<file path="src/rtl/pc_sequencer_if.sv">
`default_nettype none
// ============================================================================
// pc_sequencer_if : PC-update, fetch and execute handshake bundle
// Rev 1.0 : initial release
// ============================================================================
interface pc_sequencer_if;
  logic [31:0] pc_cur;
  logic        pc_ena;
  logic [31:0] pc_next;
  logic        imem_req;
  logic        imem_ready;
  logic        exec_done;
  logic        br_taken;
  logic [31:0] br_target;
  logic        jmp_valid;
  logic [31:0] jmp_target;
  logic        halt;
  logic        exc_req;
  logic        exc_taken;
  logic        halted;
  logic [31:0] retired;

  modport master (
    input  pc_cur, imem_ready, exec_done, br_taken, br_target,
           jmp_valid, jmp_target, halt, exc_req,
    output pc_ena, pc_next, imem_req, exc_taken, halted, retired
  );

  modport slave (
    output pc_cur, imem_ready, exec_done, br_taken, br_target,
           jmp_valid, jmp_target, halt, exc_req,
    input  pc_ena, pc_next, imem_req, exc_taken, halted, retired
  );
endinterface
`default_nettype wire

</file>
<file path="src/rtl/pc_sequencer.sv">
`default_nettype none
// ============================================================================
// pc_sequencer : fetch/execute sequencer owning the 32-bit PC update policy
// Rev 1.0 : initial release
// ============================================================================
module pc_sequencer #(
  parameter logic [31:0] RESET_PC   = 32'h0000_0000,
  parameter logic [31:0] EXC_VECTOR = 32'h0000_0004
) (
  input wire             clk,
  input wire             rst,
  pc_sequencer_if.master bus
);

  typedef enum logic [2:0] {
    S_IDLE   = 3'd0,
    S_FETCH  = 3'd1,
    S_EXEC   = 3'd2,
    S_UPDATE = 3'd3,
    S_HALT   = 3'd4
  } state_t;

  state_t      state_q, state_d;
  logic        pc_ena_q, pc_ena_d;
  logic [31:0] pc_next_q, pc_next_d;
  logic        imem_req_q, imem_req_d;
  logic        exc_taken_q, exc_taken_d;
  logic        halted_q, halted_d;
  logic [31:0] retired_q, retired_d;
  logic        pend_q, pend_d;
  logic        first_q, first_d;

  logic [31:0] seq_pc;
  logic        jmp_bad;
  logic        br_bad;

  always_comb begin
    state_d     = state_q;
    pc_ena_d    = pc_ena_q;
    pc_next_d   = pc_next_q;
    imem_req_d  = imem_req_q;
    exc_taken_d = exc_taken_q;
    halted_d    = halted_q;
    retired_d   = retired_q;
    pend_d      = pend_q;
    first_d     = first_q;

    seq_pc  = bus.pc_cur + 32'd4;
    jmp_bad = |bus.jmp_target[1:0];
    br_bad  = |bus.br_target[1:0];

    if (state_q != S_HALT && bus.exc_req) begin
      pend_d = 1'b1;
    end

    case (state_q)
      S_IDLE: begin
        state_d    = S_FETCH;
        imem_req_d = 1'b1;
      end
      S_FETCH: begin
        if (bus.imem_ready) begin
          state_d    = S_EXEC;
          imem_req_d = 1'b0;
        end
      end
      S_EXEC: begin
        if (bus.exec_done) begin
          if (bus.halt) begin
            state_d  = S_HALT;
            halted_d = 1'b1;
          end else begin
            state_d     = S_UPDATE;
            pc_ena_d    = 1'b1;
            exc_taken_d = 1'b0;
            // A request arriving alongside exec_done belongs to this instruction
            if (pend_q || bus.exc_req) begin
              pc_next_d   = EXC_VECTOR;
              exc_taken_d = 1'b1;
            end else if (first_q) begin
              pc_next_d = RESET_PC;
            end else if (bus.jmp_valid) begin
              pc_next_d   = jmp_bad ? EXC_VECTOR : bus.jmp_target;
              exc_taken_d = jmp_bad;
            end else if (bus.br_taken) begin
              pc_next_d   = br_bad ? EXC_VECTOR : bus.br_target;
              exc_taken_d = br_bad;
            end else begin
              pc_next_d = seq_pc;
            end
          end
        end
      end
      S_UPDATE: begin
        state_d     = S_FETCH;
        pc_ena_d    = 1'b0;
        exc_taken_d = 1'b0;
        imem_req_d  = 1'b1;
        retired_d   = retired_q + 32'd1;
        first_d     = 1'b0;
        // Consumed exception clears; a fresh request in this cycle stays pending
        if (exc_taken_q) begin
          pend_d = bus.exc_req;
        end
      end
      S_HALT: begin
        state_d = S_HALT;
      end
      default: begin
        state_d = S_IDLE;
      end
    endcase
  end

  always_ff @(posedge clk) begin
    if (rst) begin
      state_q     <= S_IDLE;
      pc_ena_q    <= 1'b0;
      pc_next_q   <= RESET_PC;
      imem_req_q  <= 1'b0;
      exc_taken_q <= 1'b0;
      halted_q    <= 1'b0;
      retired_q   <= 32'd0;
      pend_q      <= 1'b0;
      first_q     <= 1'b1;
    end else begin
      state_q     <= state_d;
      pc_ena_q    <= pc_ena_d;
      pc_next_q   <= pc_next_d;
      imem_req_q  <= imem_req_d;
      exc_taken_q <= exc_taken_d;
      halted_q    <= halted_d;
      retired_q   <= retired_d;
      pend_q      <= pend_d;
      first_q     <= first_d;
    end
  end

  assign bus.pc_ena    = pc_ena_q;
  assign bus.pc_next   = pc_next_q;
  assign bus.imem_req  = imem_req_q;
  assign bus.exc_taken = exc_taken_q;
  assign bus.halted    = halted_q;
  assign bus.retired   = retired_q;

endmodule
`default_nettype wire

</file>
<file path="src/flat_wrapper.sv">
// flat-port wrapper written by rule: the top's interface ports become plain ports
module pc_sequencer_flat 
#(
  parameter logic [31:0] RESET_PC   = 32'h0000_0000,
  parameter logic [31:0] EXC_VECTOR = 32'h0000_0004
)
  (clk, rst, bus_pc_cur, bus_imem_ready, bus_exec_done, bus_br_taken, bus_br_target, bus_jmp_valid, bus_jmp_target, bus_halt, bus_exc_req, bus_pc_ena, bus_pc_next, bus_imem_req, bus_exc_taken, bus_halted, bus_retired);
  pc_sequencer_if bus_i ();
  input wire clk;
  input wire rst;
  input wire logic [$bits(bus_i.pc_cur)-1:0] bus_pc_cur;
  input wire logic [$bits(bus_i.imem_ready)-1:0] bus_imem_ready;
  input wire logic [$bits(bus_i.exec_done)-1:0] bus_exec_done;
  input wire logic [$bits(bus_i.br_taken)-1:0] bus_br_taken;
  input wire logic [$bits(bus_i.br_target)-1:0] bus_br_target;
  input wire logic [$bits(bus_i.jmp_valid)-1:0] bus_jmp_valid;
  input wire logic [$bits(bus_i.jmp_target)-1:0] bus_jmp_target;
  input wire logic [$bits(bus_i.halt)-1:0] bus_halt;
  input wire logic [$bits(bus_i.exc_req)-1:0] bus_exc_req;
  output wire logic [$bits(bus_i.pc_ena)-1:0] bus_pc_ena;
  output wire logic [$bits(bus_i.pc_next)-1:0] bus_pc_next;
  output wire logic [$bits(bus_i.imem_req)-1:0] bus_imem_req;
  output wire logic [$bits(bus_i.exc_taken)-1:0] bus_exc_taken;
  output wire logic [$bits(bus_i.halted)-1:0] bus_halted;
  output wire logic [$bits(bus_i.retired)-1:0] bus_retired;
  assign bus_i.pc_cur = bus_pc_cur;
  assign bus_i.imem_ready = bus_imem_ready;
  assign bus_i.exec_done = bus_exec_done;
  assign bus_i.br_taken = bus_br_taken;
  assign bus_i.br_target = bus_br_target;
  assign bus_i.jmp_valid = bus_jmp_valid;
  assign bus_i.jmp_target = bus_jmp_target;
  assign bus_i.halt = bus_halt;
  assign bus_i.exc_req = bus_exc_req;
  assign bus_pc_ena = bus_i.pc_ena;
  assign bus_pc_next = bus_i.pc_next;
  assign bus_imem_req = bus_i.imem_req;
  assign bus_exc_taken = bus_i.exc_taken;
  assign bus_halted = bus_i.halted;
  assign bus_retired = bus_i.retired;
  pc_sequencer #(.RESET_PC(RESET_PC), .EXC_VECTOR(EXC_VECTOR)) u_core (.clk(clk), .rst(rst), .bus(bus_i));
endmodule
</file>
<file path="config.mk">
export PLATFORM = sky130hd
export DESIGN_NAME = pc_sequencer_flat
export DESIGN_NICKNAME = d
export VERILOG_FILES = /design/src/rtl/pc_sequencer_if.sv /design/src/rtl/pc_sequencer.sv /design/src/flat_wrapper.sv
export SDC_FILE = /design/constraint.sdc
export NUM_CORES = 1
export LEC_CHECK = 0
export ABC_AREA = 1
export ABC_CLOCK_PERIOD_IN_PS = 2300
export BUFFER_PORTS_ARGS = -buffer_cell sky130_fd_sc_hd__buf_2
export CORE_MARGIN = 5
export CORE_UTILIZATION = 45
export DETAILED_ROUTE_END_ITERATION = 10
export PLACE_DENSITY = 0.7
export REMOVE_ABC_BUFFERS = 1
export SYNTH_ARGS = -nofsm -noshare
export SYNTH_HDL_FRONTEND = slang
export SYNTH_SLANG_ARGS = --single-unit
</file>
<file path="constraint.sdc">
create_clock -name clk -period 2.3 [get_ports clk]
set_input_delay 0.23 -clock clk [delete_from_list [all_inputs] [get_ports clk]]
set_output_delay 0.23 -clock clk [all_outputs]
set_load 0.02 [all_outputs]
</file>
* Yosys cells after proc, flatten, opt, wreduce, memory -nomap -nowiden *
Cells that the tools add are included.

operators by class
  add/subtract/negate cells = 2
  multiply operators = 0
  div/mod/pow operators = 0
  magnitude comparators = 0
  equal/unequal tests = 8
  shifts and indexed selects = 0
  mux-type cells = 25
  bitwise gates (word level) = 1
  reduce and logical (&&, ||, !) cells = 13

operator list
  kind                     count
  $mux W32                 6
  $add A32 B1 Y32 const B  1
  $add A32 B3 Y32 const B  1
  $mux W1                  12
  $pmux W3 S4              1
  $mux W3                  3
  $reduce_and A3 Y1        3
  $eq A3 B2 Y1 const B     2
  $ne A2 B2 Y1 const B     3
  $pmux W1 S2              3
  $reduce_or A2 Y1         3
  $reduce_and A2 Y1        2
  $reduce_bool A2 Y1       2
  $eq A3 B1 Y1 const B     1
  $eq A3 B3 Y1 const B     1
  $logic_not A3 Y1         1
  $ne A3 B3 Y1 const B     1
  $logic_and A1 B1 Y1      1
  $logic_or A1 B1 Y1       1
  $not A1 Y1               1

word-level totals
  flip-flop bits (word level) = 73
  latch bits = 0
  memory bits (writable) = 0
  ROM bits = 0
  output and inout bits = 68
  logic and storage cells = 58
  memories = 0

* Longest topological paths before layout *
  word-level depth = 8
  depth in mapped cells = 12
  mapped depth without buffers = 12

* Worst setup path after synthesis *
Ideal clock, no wire load.

  path type = flip-flop to flip-flop
  from = register u_core.retired_q[0] (netlist: u_core.bus.retired[0])
  to = register u_core.retired_q[20] (netlist: u_core.bus.retired[20])
  arrival time = 1.648 ns
  required time = 2.181 ns
  slack = 0.532 ns
  cell stages (with the launch flop) = 11
  buffers on the path = 0
  clock period less this slack = 1.768 ns
  cell sequence = dfxtp_1 > ha_1 > nand3_1 > nor2_4 > nand2_1 > nor2_1 > nand2_1 > nor2_2 > nand2_1 > o21ai_0 > a21oi_1

on the way
  longest elaborated chain between the ends = 1

ends and longest elaborated chain
  element                 RTL line             text
  from (decl)             pc_sequencer.sv:29   logic [31:0] retired_q, retired_d;
  from (signal assigned)  pc_sequencer.sv:133  retired_q <= retired_d;
  $add A32 B1 Y32         pc_sequencer.sv:99   retired_d = retired_q + 32'd1;

No other way between the ends.
A chain may end at the register's enable or synchronous reset.

* Worst setup path after layout *
Same ends and word-level chain as after synthesis.

==> results.md <==
* Result of the run: finished clean
* Fraction of the yosys area taken by sequential cells at 0.312
* RSZ-0062 raised after global routing: no
* GRT Util Overall at 0.235
* Most area-consuming cells after synthesis: dfxtp_1 (31%), nand2_1 (21%), nor2_1 (9.9%)
* DR pass1 iterations at 5
* Startpoint of the tightest hold check path: bus_pc_cur[0]
* Ports at about 170
* Total power at 2.92 mW
* Via count of the routed design at approximately 5,500
* Setup Skew at 0.00856 ns
* Peak supply drop at about 0.34 mV
* Worst-path clk slew at 0.09 ns
* Floorplan die area at 12,500 sq um
* Critical Setup Path Class: reg -> reg
* Pre-CTS setup slack at 0.496 ns
* Core area at 10,200 sq um
* Count of cells resized by post-cts repair at 0
* DRC Markers at 0
* Starting density of the core at 0.457
* Cell at the root of the clock tree: clkbuf_8
* Initial antenna violation count at 0
* Placed Instances at 1,091
* TritonCTS sink count at 73
* # H-tree levels at 3
* Post-route setup slack at roughly 0.45 ns
* Via-per-instance ratio at 4.93
* Fraction of layout instances using a drive strength above 1 at 0.220
* Setup Buffers After CTS at 0
* CTS tree: yes
* Number of unique standard cell types used by synthesis at 39
* Final WL at 15,000 um
* Post-detailed-placement half-perimeter wirelength at 11,400 um
* Required time reported for the critical path endpoint at 2.55 ns
* Number of global-route vias before repair at just over 5,000
* Detail-routed net length per standard cell at 13.5 um
* Signed area change from the synthesized netlist to the final layout at 24.8%
* Number of inserted filler cells in the final layout at 1,136
* Startpoint of the most critical register-to-register path: u_core.bus.retired[0]
* Leakage component of the power at about 2.7 nW
* Hold bufs inserted after CTS at 0
* Async set-reset flop share out of synthesis at 0
* Final Hold Slack at 0.150 ns
* Floorplan row count at 37
* PD cells at 501 nW/um^2
* Final clock period utilization by the worst path at 0.806
* Number of register bits inferred by synthesis at 73
* Routability cong. at 0.891
* Crit path max-delay family: simple AND/OR/NAND/NOR gates
* Cell type with the largest total area after synthesis: dfxtp_1
* Count of flip-flops with a built-in enable after synthesis at 0
* Detailed Route Iter0 Violations at 342
* Remaining antenna violation count at 0
* Y dimension of the die at between 100 and 150 um
* CP dominant cell by count: nand2_1
* Final worst path period need at 1.85 ns
* Maximum clock path buffer count at 2
* Fin Setup TNS at 0 ns
* Sequential cell area at 1460 sq um
* WP buf/inv at 0
* Largest net degree at the start of global routing at 51
* Placement Cell Area at 5650 sq um
* CP startpoint: u_core.bus.retired[0]
* Count of endpoints failing setup in the final report at 0
* Core utilization of the finished layout at 0.571
* Final max-slew violation count at 0
* CP arrival at 2.10 ns
* Clock latency on the worst-skew pair at 0.35 ns
* Post-layout instance area at 5840 sq um
* IO buf count at 171
* Number of endpoints with negative hold slack in the final report at 0
* Worst setup EP type: register
* Total CTS buffers at 9
* Startpoint types: register
* Total of warnings raised by yosys at 0
* Mean instance size in the synthesized netlist at 5.85 sq um
* Top achievable clock speed at 539 MHz
* Library cell with the highest instance count after synthesis: nand2_1
* Largest incremental delay on the critical path at 0.40 ns
* Total overflow reported by the global router at 0
* List of most frequent post-synthesis cells: nand2_1 (263), nor2_1 (124), inv_1 (82)
* Non-filler cells in the finished layout at 1,107
* Final-stage net count at 1,072
* Cell with the largest stage delay on the worst path: dfxtp_1
* Max cap viols at 0
* Min-Delay Path Class: in -> reg
* Transition at the pin with the smallest max-transition slack at 0.666 ns
* Gate count of the mapped netlist at 800
* Combined area of the multi-input logic cells at 2780 sq um
* Top FF cell, synth: dfxtp_1
* Max-Slew Margin vs Limit at 0.556
* Critical Path Fanout Max at 4
* Number of antenna repair diodes at 0
* Wire length of the first global-routing pass at 24,500 um
* Share of the synthesized area in the top cell type at 0.312
* Sequence of cells on the critical path: ha_1 > nand3_1 > nor2_4 > nand2_1 > nor2_1 > nand2_1 > nor2_2 > nand2_1 > o21ai_0 > a21oi_1
* Cell area after technology mapping at 4680 sq um
* Die Wd at 112 um
worst paths after layout:
kind / endpoint / slack, ns / cells past startpoint
setup / recovery: u_core.bus.retired[20] / 0.45 / 10
hold reg to reg: u_core.bus.pc_next[23] / 0.46 / 2
hold / removal: u_core.bus.pc_next[0] / 0.15 / 3
setup reg to reg: u_core.bus.retired[20] / 0.45 / 10
sequential cells by signal, summed over array words and instances, names as in the netlist:
register	flops
u_core.pend_q	1
u_core.bus.pc_next	32
u_core.first_q	1
u_core.state_q	3
u_core.bus.retired	32
u_core.bus.exc_taken	1
u_core.bus.pc_ena	1
u_core.bus.halted	1
u_core.bus.imem_req	1
metal layers:
layer  up-vias  global-route usage  share of wire
met1      2372               0.318           0.48
met3        21              0.0451          0.070
met4         0              0.0705          0.018
met2       185               0.381           0.43
li1       2881                   -              -
met5         -                   0              0
kinds of logic (layout without fill, tap and decap cells):
group,Yosys count,in the layout,synth area share
AOI/OAI and AO/OA,124,124,0.141
buffers and inverters,110,281,0.0928
xor gates and xnor gates,10,10,0.0187
adders and majority gates,2,2,0.00535
and+or+nand+nor,481,481,0.430
DFF,73,73,0.312
cells in the final DEF, fill, tap and decap left out, types with 10 or more instances in the layout:
cell,n
buf_2,171
nand3_1,50
nand4_1,11
nor3_1,10
a21oi_1,62
nand2_1,263
nor2_1,124
o21ai_0,46
dfxtp_1,73
inv_1,82
tightest hold or removal path: cells and delay by family:
family / cells / cell delay (ns)
buffers and inverters: 1 / 0.10
and+or+nand+nor: 1 / 0.07
AOI/OAI and AO/OA: 1 / 0.06
report_power, final:
| part | internal (mW) | total [mW] | leakage [nW] | switching, mW |
|---|---|---|---|---|
| sequential | 1.31 | 1.34 | 0.589 | 0.0370 |
| combinational | 0.217 | 0.589 | 2.06 | 0.372 |
| clock | 0.415 | 0.992 | 0.0863 | 0.577 |
| total | 1.94 | 2.92 | 2.74 | 0.986 |
final cells by class:
cell class / count / share of cell area
sequential: 73 / 0.250
multi-input combinational: 617 / 0.477
clock inverter: 7 / 0.0107
clock buffer: 9 / 0.0212
inverter: 86 / 0.0553
timing repair buffer: 179 / 0.157
tap: 136 / 0.0291
Note: power is estimated with default switching activity, not from simulation.
